$ cat src/rtl/pac_flash_writeback.sv
// pac_flash_writeback: copies the PAC SRAM image from SD-RAM (RAM_BASE) back to
// its FLASH home (FLASH_BASE), one sector erase pass followed by page programs.
// Optional read-back verify pass: define PAC_WRITEBACK_VERIFY_EN.
//
// Handshake (both ports): a request (RAM_RD / FL_REQ) and its address/command/
// data are registered and held stable until the matching ACK. The cycle in which
// request and ACK are both high completes exactly one transaction. If the request
// is still high in the following cycle, that is a new transaction (back-to-back
// FLASH commands such as ERASE->ERASE or ERASE->PAGE_BEGIN). An ACK seen while
// its own request is low is ignored. RAM_RD and FL_REQ are never high together.
module pac_flash_writeback #(
  parameter logic [23:0] RAM_BASE   = 24'h77_E000,
  parameter logic [23:0] FLASH_BASE = 24'h1F_0000,
  parameter logic [23:0] SIZE       = 24'h00_2000,
  parameter int unsigned SECTOR     = 4096,
  parameter int unsigned PAGE       = 256
) (
  input  logic        CLK,
  input  logic        RESET_n,
  input  logic        START,
  output logic        BUSY,
  output logic        DONE,
  output logic        ERR,
  output logic [23:0] RAM_ADDR,
  output logic        RAM_RD,
  input  logic        RAM_ACK,
  input  logic [7:0]  RAM_RDATA,
  output logic [2:0]  FL_CMD,
  output logic [23:0] FL_ADDR,
  output logic [7:0]  FL_WDATA,
  output logic        FL_REQ,
  input  logic        FL_ACK,
  input  logic [7:0]  FL_RDATA,
  input  logic        FL_ERR,
  output logic [3:0]  DBG_STATE
);

  localparam logic [23:0] SECTOR24  = 24'(SECTOR);
  localparam logic [23:0] PAGE24    = 24'(PAGE);
  localparam logic [23:0] PAGE_MASK = 24'(PAGE - 1);

  localparam logic [2:0] CMD_NOP    = 3'd0;
  localparam logic [2:0] CMD_ERASE  = 3'd1;
  localparam logic [2:0] CMD_PBEGIN = 3'd2;
  localparam logic [2:0] CMD_PDATA  = 3'd3;
  localparam logic [2:0] CMD_PEND   = 3'd4;
`ifdef PAC_WRITEBACK_VERIFY_EN
  localparam logic [2:0] CMD_READ   = 3'd5;
`endif

  typedef enum logic [3:0] {
    S_IDLE   = 4'd0,
    S_ERASE  = 4'd1,
    S_PBEGIN = 4'd2,
    S_RDRAM  = 4'd3,
    S_PDATA  = 4'd4,
    S_PEND   = 4'd5,
`ifdef PAC_WRITEBACK_VERIFY_EN
    S_VRD    = 4'd6,   // verify: fetch reference byte from SD-RAM
    S_VFL    = 4'd7,   // verify: read FLASH byte and compare
`endif
    S_FIN    = 4'd8
  } state_t;

  state_t      state_q, state_d;
  logic [23:0] off_q, off_d;
  logic        err_q, err_d;
  logic [7:0]  wdata_q, wdata_d;
  logic        busy_q, busy_d;
  logic        done_q, done_d;
  logic        ram_rd_q, ram_rd_d;
  logic        fl_req_q, fl_req_d;
  logic [2:0]  fl_cmd_q, fl_cmd_d;
  logic [23:0] fl_addr_q, fl_addr_d;
  logic [23:0] ram_addr_q, ram_addr_d;
  logic [23:0] off_inc, off_sec;
  logic        fl_done, ram_done;

  // Only acks that answer an outstanding request move the FSM.
  assign fl_done  = FL_ACK & fl_req_q;
  assign ram_done = RAM_ACK & ram_rd_q;
  assign off_inc  = off_q + 24'd1;
  assign off_sec  = off_q + SECTOR24;

`ifdef PAC_WRITEBACK_VERIFY_EN
  logic [7:0] vbyte_q, vbyte_d;
`else
  logic unused_rdata;
  assign unused_rdata = ^FL_RDATA;
`endif

  // Next-state, offset, error and write-data sequencing.
  always_comb begin
    state_d = state_q;
    off_d   = off_q;
    err_d   = err_q;
    wdata_d = wdata_q;
`ifdef PAC_WRITEBACK_VERIFY_EN
    vbyte_d = vbyte_q;
`endif
    case (state_q)
      S_IDLE: begin
        if (START) begin
          err_d   = 1'b0;
          off_d   = 24'd0;
          state_d = S_ERASE;
        end
      end
      S_ERASE: begin
        if (fl_done) begin
          if (FL_ERR) begin
            err_d   = 1'b1;
            state_d = S_FIN;
          end else if (off_sec == SIZE) begin
            off_d   = 24'd0;
            state_d = S_PBEGIN;
          end else begin
            off_d   = off_sec;
          end
        end
      end
      S_PBEGIN: begin
        if (fl_done) begin
          if (FL_ERR) begin
            err_d   = 1'b1;
            state_d = S_FIN;
          end else begin
            state_d = S_RDRAM;
          end
        end
      end
      S_RDRAM: begin
        if (ram_done) begin
          wdata_d = RAM_RDATA;
          state_d = S_PDATA;
        end
      end
      S_PDATA: begin
        if (fl_done) begin
          if (FL_ERR) begin
            err_d   = 1'b1;
            state_d = S_FIN;
          end else begin
            off_d   = off_inc;
            state_d = ((off_inc & PAGE_MASK) == 24'd0) ? S_PEND : S_RDRAM;
          end
        end
      end
      S_PEND: begin
        if (fl_done) begin
          if (FL_ERR) begin
            err_d   = 1'b1;
            state_d = S_FIN;
          end else if (off_q == SIZE) begin
`ifdef PAC_WRITEBACK_VERIFY_EN
            off_d   = 24'd0;
            state_d = S_VRD;
`else
            state_d = S_FIN;
`endif
          end else begin
            state_d = S_PBEGIN;
          end
        end
      end
`ifdef PAC_WRITEBACK_VERIFY_EN
      S_VRD: begin
        if (ram_done) begin
          vbyte_d = RAM_RDATA;
          state_d = S_VFL;
        end
      end
      S_VFL: begin
        if (fl_done) begin
          if (FL_ERR || (FL_RDATA != vbyte_q)) begin
            err_d   = 1'b1;
            state_d = S_FIN;
          end else begin
            off_d   = off_inc;
            state_d = (off_inc == SIZE) ? S_FIN : S_VRD;
          end
        end
      end
`endif
      S_FIN:   state_d = S_IDLE;
      default: state_d = S_IDLE;
    endcase
  end

  // Registered port values decoded from the state being entered, so a request
  // rises in the first cycle of its state and falls right after its ack.
  always_comb begin
    fl_req_d   = 1'b0;
    ram_rd_d   = 1'b0;
    fl_cmd_d   = CMD_NOP;
    fl_addr_d  = fl_addr_q;
    ram_addr_d = ram_addr_q;
    busy_d     = (state_d != S_IDLE);
    done_d     = (state_d == S_FIN);
    case (state_d)
      S_ERASE: begin
        fl_req_d  = 1'b1;
        fl_cmd_d  = CMD_ERASE;
        fl_addr_d = FLASH_BASE + off_d;
      end
      S_PBEGIN: begin
        fl_req_d  = 1'b1;
        fl_cmd_d  = CMD_PBEGIN;
        fl_addr_d = FLASH_BASE + off_d;
      end
      S_RDRAM: begin
        ram_rd_d   = 1'b1;
        ram_addr_d = RAM_BASE + off_d;
      end
      S_PDATA: begin
        fl_req_d  = 1'b1;
        fl_cmd_d  = CMD_PDATA;
        fl_addr_d = FLASH_BASE + off_d;
      end
      S_PEND: begin
        // Offset already points past the page; report the page's own base.
        fl_req_d  = 1'b1;
        fl_cmd_d  = CMD_PEND;
        fl_addr_d = FLASH_BASE + off_d - PAGE24;
      end
`ifdef PAC_WRITEBACK_VERIFY_EN
      S_VRD: begin
        ram_rd_d   = 1'b1;
        ram_addr_d = RAM_BASE + off_d;
      end
      S_VFL: begin
        fl_req_d  = 1'b1;
        fl_cmd_d  = CMD_READ;
        fl_addr_d = FLASH_BASE + off_d;
      end
`endif
      default: ;
    endcase
  end

  // State and output registers; reset aborts any transfer at once.
  always_ff @(posedge CLK or negedge RESET_n) begin
    if (!RESET_n) begin
      state_q    <= S_IDLE;
      off_q      <= 24'd0;
      err_q      <= 1'b0;
      wdata_q    <= 8'd0;
      busy_q     <= 1'b0;
      done_q     <= 1'b0;
      ram_rd_q   <= 1'b0;
      fl_req_q   <= 1'b0;
      fl_cmd_q   <= CMD_NOP;
      fl_addr_q  <= FLASH_BASE;
      ram_addr_q <= RAM_BASE;
    end else begin
      state_q    <= state_d;
      off_q      <= off_d;
      err_q      <= err_d;
      wdata_q    <= wdata_d;
      busy_q     <= busy_d;
      done_q     <= done_d;
      ram_rd_q   <= ram_rd_d;
      fl_req_q   <= fl_req_d;
      fl_cmd_q   <= fl_cmd_d;
      fl_addr_q  <= fl_addr_d;
      ram_addr_q <= ram_addr_d;
    end
  end

`ifdef PAC_WRITEBACK_VERIFY_EN
  // Reference byte captured during the verify pass.
  always_ff @(posedge CLK or negedge RESET_n) begin
    if (!RESET_n) vbyte_q <= 8'd0;
    else          vbyte_q <= vbyte_d;
  end
`endif

  assign BUSY      = busy_q;
  assign DONE      = done_q;
  assign ERR       = err_q;
  assign RAM_RD    = ram_rd_q;
  assign RAM_ADDR  = ram_addr_q;
  assign FL_REQ    = fl_req_q;
  assign FL_CMD    = fl_cmd_q;
  assign FL_ADDR   = fl_addr_q;
  assign FL_WDATA  = wdata_q;
  assign DBG_STATE = state_q;

endmodule

$ cat config.mk
export PLATFORM = sky130hd
export DESIGN_NAME = pac_flash_writeback
export DESIGN_NICKNAME = d
export VERILOG_FILES = /design/src/rtl/pac_flash_writeback.sv
export SDC_FILE = /design/constraint.sdc
export NUM_CORES = 1
export LEC_CHECK = 0
export BUFFER_PORTS_ARGS = -buffer_cell sky130_fd_sc_hd__buf_2
export CORE_UTILIZATION = 58
export CTS_CLUSTER_SIZE = 28
export DETAILED_ROUTE_END_ITERATION = 10
export PLACE_DENSITY = 0.87
export SYNTH_ARGS = -nofsm -noshare
export SYNTH_HDL_FRONTEND = slang
export SYNTH_SLANG_ARGS = --single-unit
$ cat constraint.sdc
create_clock -name CLK -period 4.3 [get_ports CLK]
set_clock_uncertainty 0.05 [all_clocks]
set_input_delay 1.29 -clock CLK [delete_from_list [all_inputs] [get_ports CLK]]
set_output_delay 1.29 -clock CLK [all_outputs]
set_load 0.03 [all_outputs]
==> flow_summary.toml <==
[power]
clock_power_share_pct = 18.5
totalPowerFinal_uw = 3530
p_int_uw = 1950
vdd_drop_max_mv = 0.430
p_seq_share_pct = 34.6
p_switching_uw = 1590
p_leak_uw = 0.00310
power.share.combinational_pct = 46.9
p_per_area_mw_per_mm2 = 517
swShare_pct = 44.9

[routing]
wl_per_cell_um = 18.2
first_iter_violations = 425
drc = 0
totalWireLength_um = 15500
vias = 5379
via_per_inst = 6.30
ant_nets = 0
dr.pass1.iters = 5

[timing]
setup_slack_ps = 375
setup_viol = 0
fmax_ghz = 0.255
worstMarginPinSlew_ps = 734
fin_setup_tns_ps = 0
slew_violations = 0
hold_slack_ps = 427
rsz0062_at_grt = "false"
hold_viol = 0
relSlewSlack_pct = 50.6
fin_crit_sh_pct = 91.3
min_period_ps = 3930

[cells_and_area]
layout_commonest_cell = "buf_2"
final-seq-area_mm2 = 0.00232
antenna_cells = 0
layout_common_cells = "buf_2, dfrtp_1, nor2_1, a21oi_1, nand2_1"
fillers = 790
nets = 750
multiInputGateArea_mm2 = 0.00332
utilization_pct = 69.0
drive_gt1_share_pct = 32.3
area_growth_pct = 13.9

[global_route]
grt_max_degree = 37
grt_pass1_wl_um = 26000
grt.overflow.total = 0
met2_usage_pct = 46.9
antenna_found_initial = 0
grtUsageTotal_pct = 30.5
grtUsageMet3_pct = 5.16
met1_usage_pct = 42.8
grt_pass1_vias = 5057
grt_busiest_layer = "met2"

[floorplan]
die_x_um = 104
core_mm2 = 0.00991
fp.dieH_um = 104
io_pins = 90
die-area_mm2 = 0.0108
start_util_pct = 60.6
rows = 36

[critical_path]
worst_ep_required_time_ps = 4540
cp-start-kind = "register"
cp.arrival_ps = 4160
crit_path_max_fanout = 9
endpoint_kind = "register"
crit_type = "reg -> reg"
timing.reg2reg.setup_slack_ps = 370

[run_status]
status = "finished clean"

[synthesis]
mappedNetlistNets = 659
synth_edf_count = 0
synthCells = 625
yosysUniqueCellTypes = 91
synthFlopType = "dfrtp_1"
avgSynthCellArea_um2 = 9.60
netlist_area_mm2 = 0.00600
synth-async-reset-ratio_pct = 100
yosysSeqAreaShare_pct = 38.7
ys_warn_count = 0
ys_seq_elements = 92

[clocking]
ctsResizeCount = 0
clockBufferDepth = 2
clk_latency_ps = 370
cts_setup_buffers = 0
hold_buffers = 0
cts.sinks = 92
numCtsBuffers = 9
htreeDepth = 3
cts-root-buf = "clkbuf_8"
cts.clk_slew.worst_paths_ps = 90
cts_tree = "yes"

[min_path]
worst_hold_path_type = "reg -> reg"

[place]
io_buffer_count = 81
dpl.hpwl_um = 11500
globalplace.congestion = 0.952
dpl_worst_slack_ps = 83.1

[flow_run]
maxCapViolations = 0
metal layers:
layer / vias to the layer above / share of wire [%]
met3: 38 / 7.5
met1: 2569 / 44
met4: 0 / 2.9
met2: 277 / 46
li1: 2495 / -
met5: - / 0
path summary, 6_finish.rpt:
kind                              start            to  cells past startpoint
min in group asynchronous       RESET_n      off_q[3]                      1
hold reg to reg            RAM_ADDR[14]  RAM_ADDR[14]                      2
setup / recovery              off_q[13]   FL_ADDR[23]                     13
hold / removal             RAM_ADDR[14]  RAM_ADDR[14]                      2
setup reg to reg              off_q[13]   FL_ADDR[23]                     13
max in group asynchronous       RESET_n   FL_ADDR[19]                      2
Yosys cell counts (4+ instances only):
cell / count / area, um^2
a211oi_1: 5 / 37.5
xor2_1: 6 / 52.6
and3_1: 8 / 50.1
dfrtp_1: 78 / 1950
clkbuf_1: 10 / 37.5
a21oi_1: 47 / 235
mux2i_1: 4 / 40.0
o31ai_2: 5 / 62.6
nor3_1: 17 / 85.1
nor2_1: 56 / 210
dfstp_2: 14 / 368
buf_2: 12 / 60.1
o21ai_0: 23 / 115
buf_4: 10 / 75.1
nand4_1: 11 / 68.8
buf_6: 8 / 90.1
o31a_1: 5 / 43.8
or3_1: 4 / 25.0
mux2_2: 27 / 304
inv_2: 4 / 15.0
a31oi_1: 12 / 75.1
o31ai_1: 7 / 52.6
xnor2_1: 26 / 228
and2_1: 7 / 43.8
nor4_1: 11 / 68.8
o211ai_1: 5 / 37.5
ha_1: 12 / 150
or4_1: 4 / 30.0
and4_1: 5 / 43.8
nand3_1: 21 / 105
o21a_1: 6 / 45.0
o21ai_2: 4 / 35.0
nand2_1: 44 / 165
inv_1: 25 / 93.8
power by group through the flow:
stage	Clock (uW)	Combinational, uW	Sequential (uW)
after floorplan	0	858	1570
after global placement	0	1610	1220
after detailed placement	0	1640	1230
after CTS	667	1650	1220
after global routing	702	1780	1250
final	655	1660	1220
area by class of cell:
cell class,count,share of cell area [%]
Clock buffer,10,1.87
Multi-Input combinational cell,464,48.5
Sequential cell,92,33.9
Clock inverter,6,1.39
Tap cell,133,2.43
Timing Repair Buffer,120,10.3
Inverter,29,1.59
cell families after synthesis:
logic type | count (synthesis) | synth area share, %
buf+inv | 69 | 6.19
fa+ha+maj | 12 | 2.50
compound gates | 165 | 21.2
flops | 92 | 38.7
simple gates | 222 | 20.5
xor+xnor | 32 | 4.67
mux | 33 | 6.23
per-stage QoR:
stage	instances	instance area [um^2]
6_report	854	6840
5_1_grt	854	6840
4_1_cts	854	6840
3_5_place_dp	838	6610
3_3_place_gp	838	6610
2_1_floorplan	625	6000
sequential cells by signal, summed over array words and instances, names as in the netlist:
signal     cells
DBG_STATE      4
FL_REQ         1
ERR            1
BUSY           1
FL_WDATA       8
RAM_ADDR      24
FL_ADDR       24
off_q         24
DONE           1
FL_CMD         3
RAM_RD         1
critical path, cell delays in order, from the launching register on:
cell	delay, ps
dfrtp_1	540
ha_1	420
and2_1	320
a21oi_1	100
o32ai_1	350
o2111ai_2	340
o31ai_4	350
ha_1	220
o311a_1	210
and3_1	190
and3_1	180
o2111a_2	270
a31oi_1	110
o31ai_2	230
Note: power is estimated with default switching activity, not from simulation.
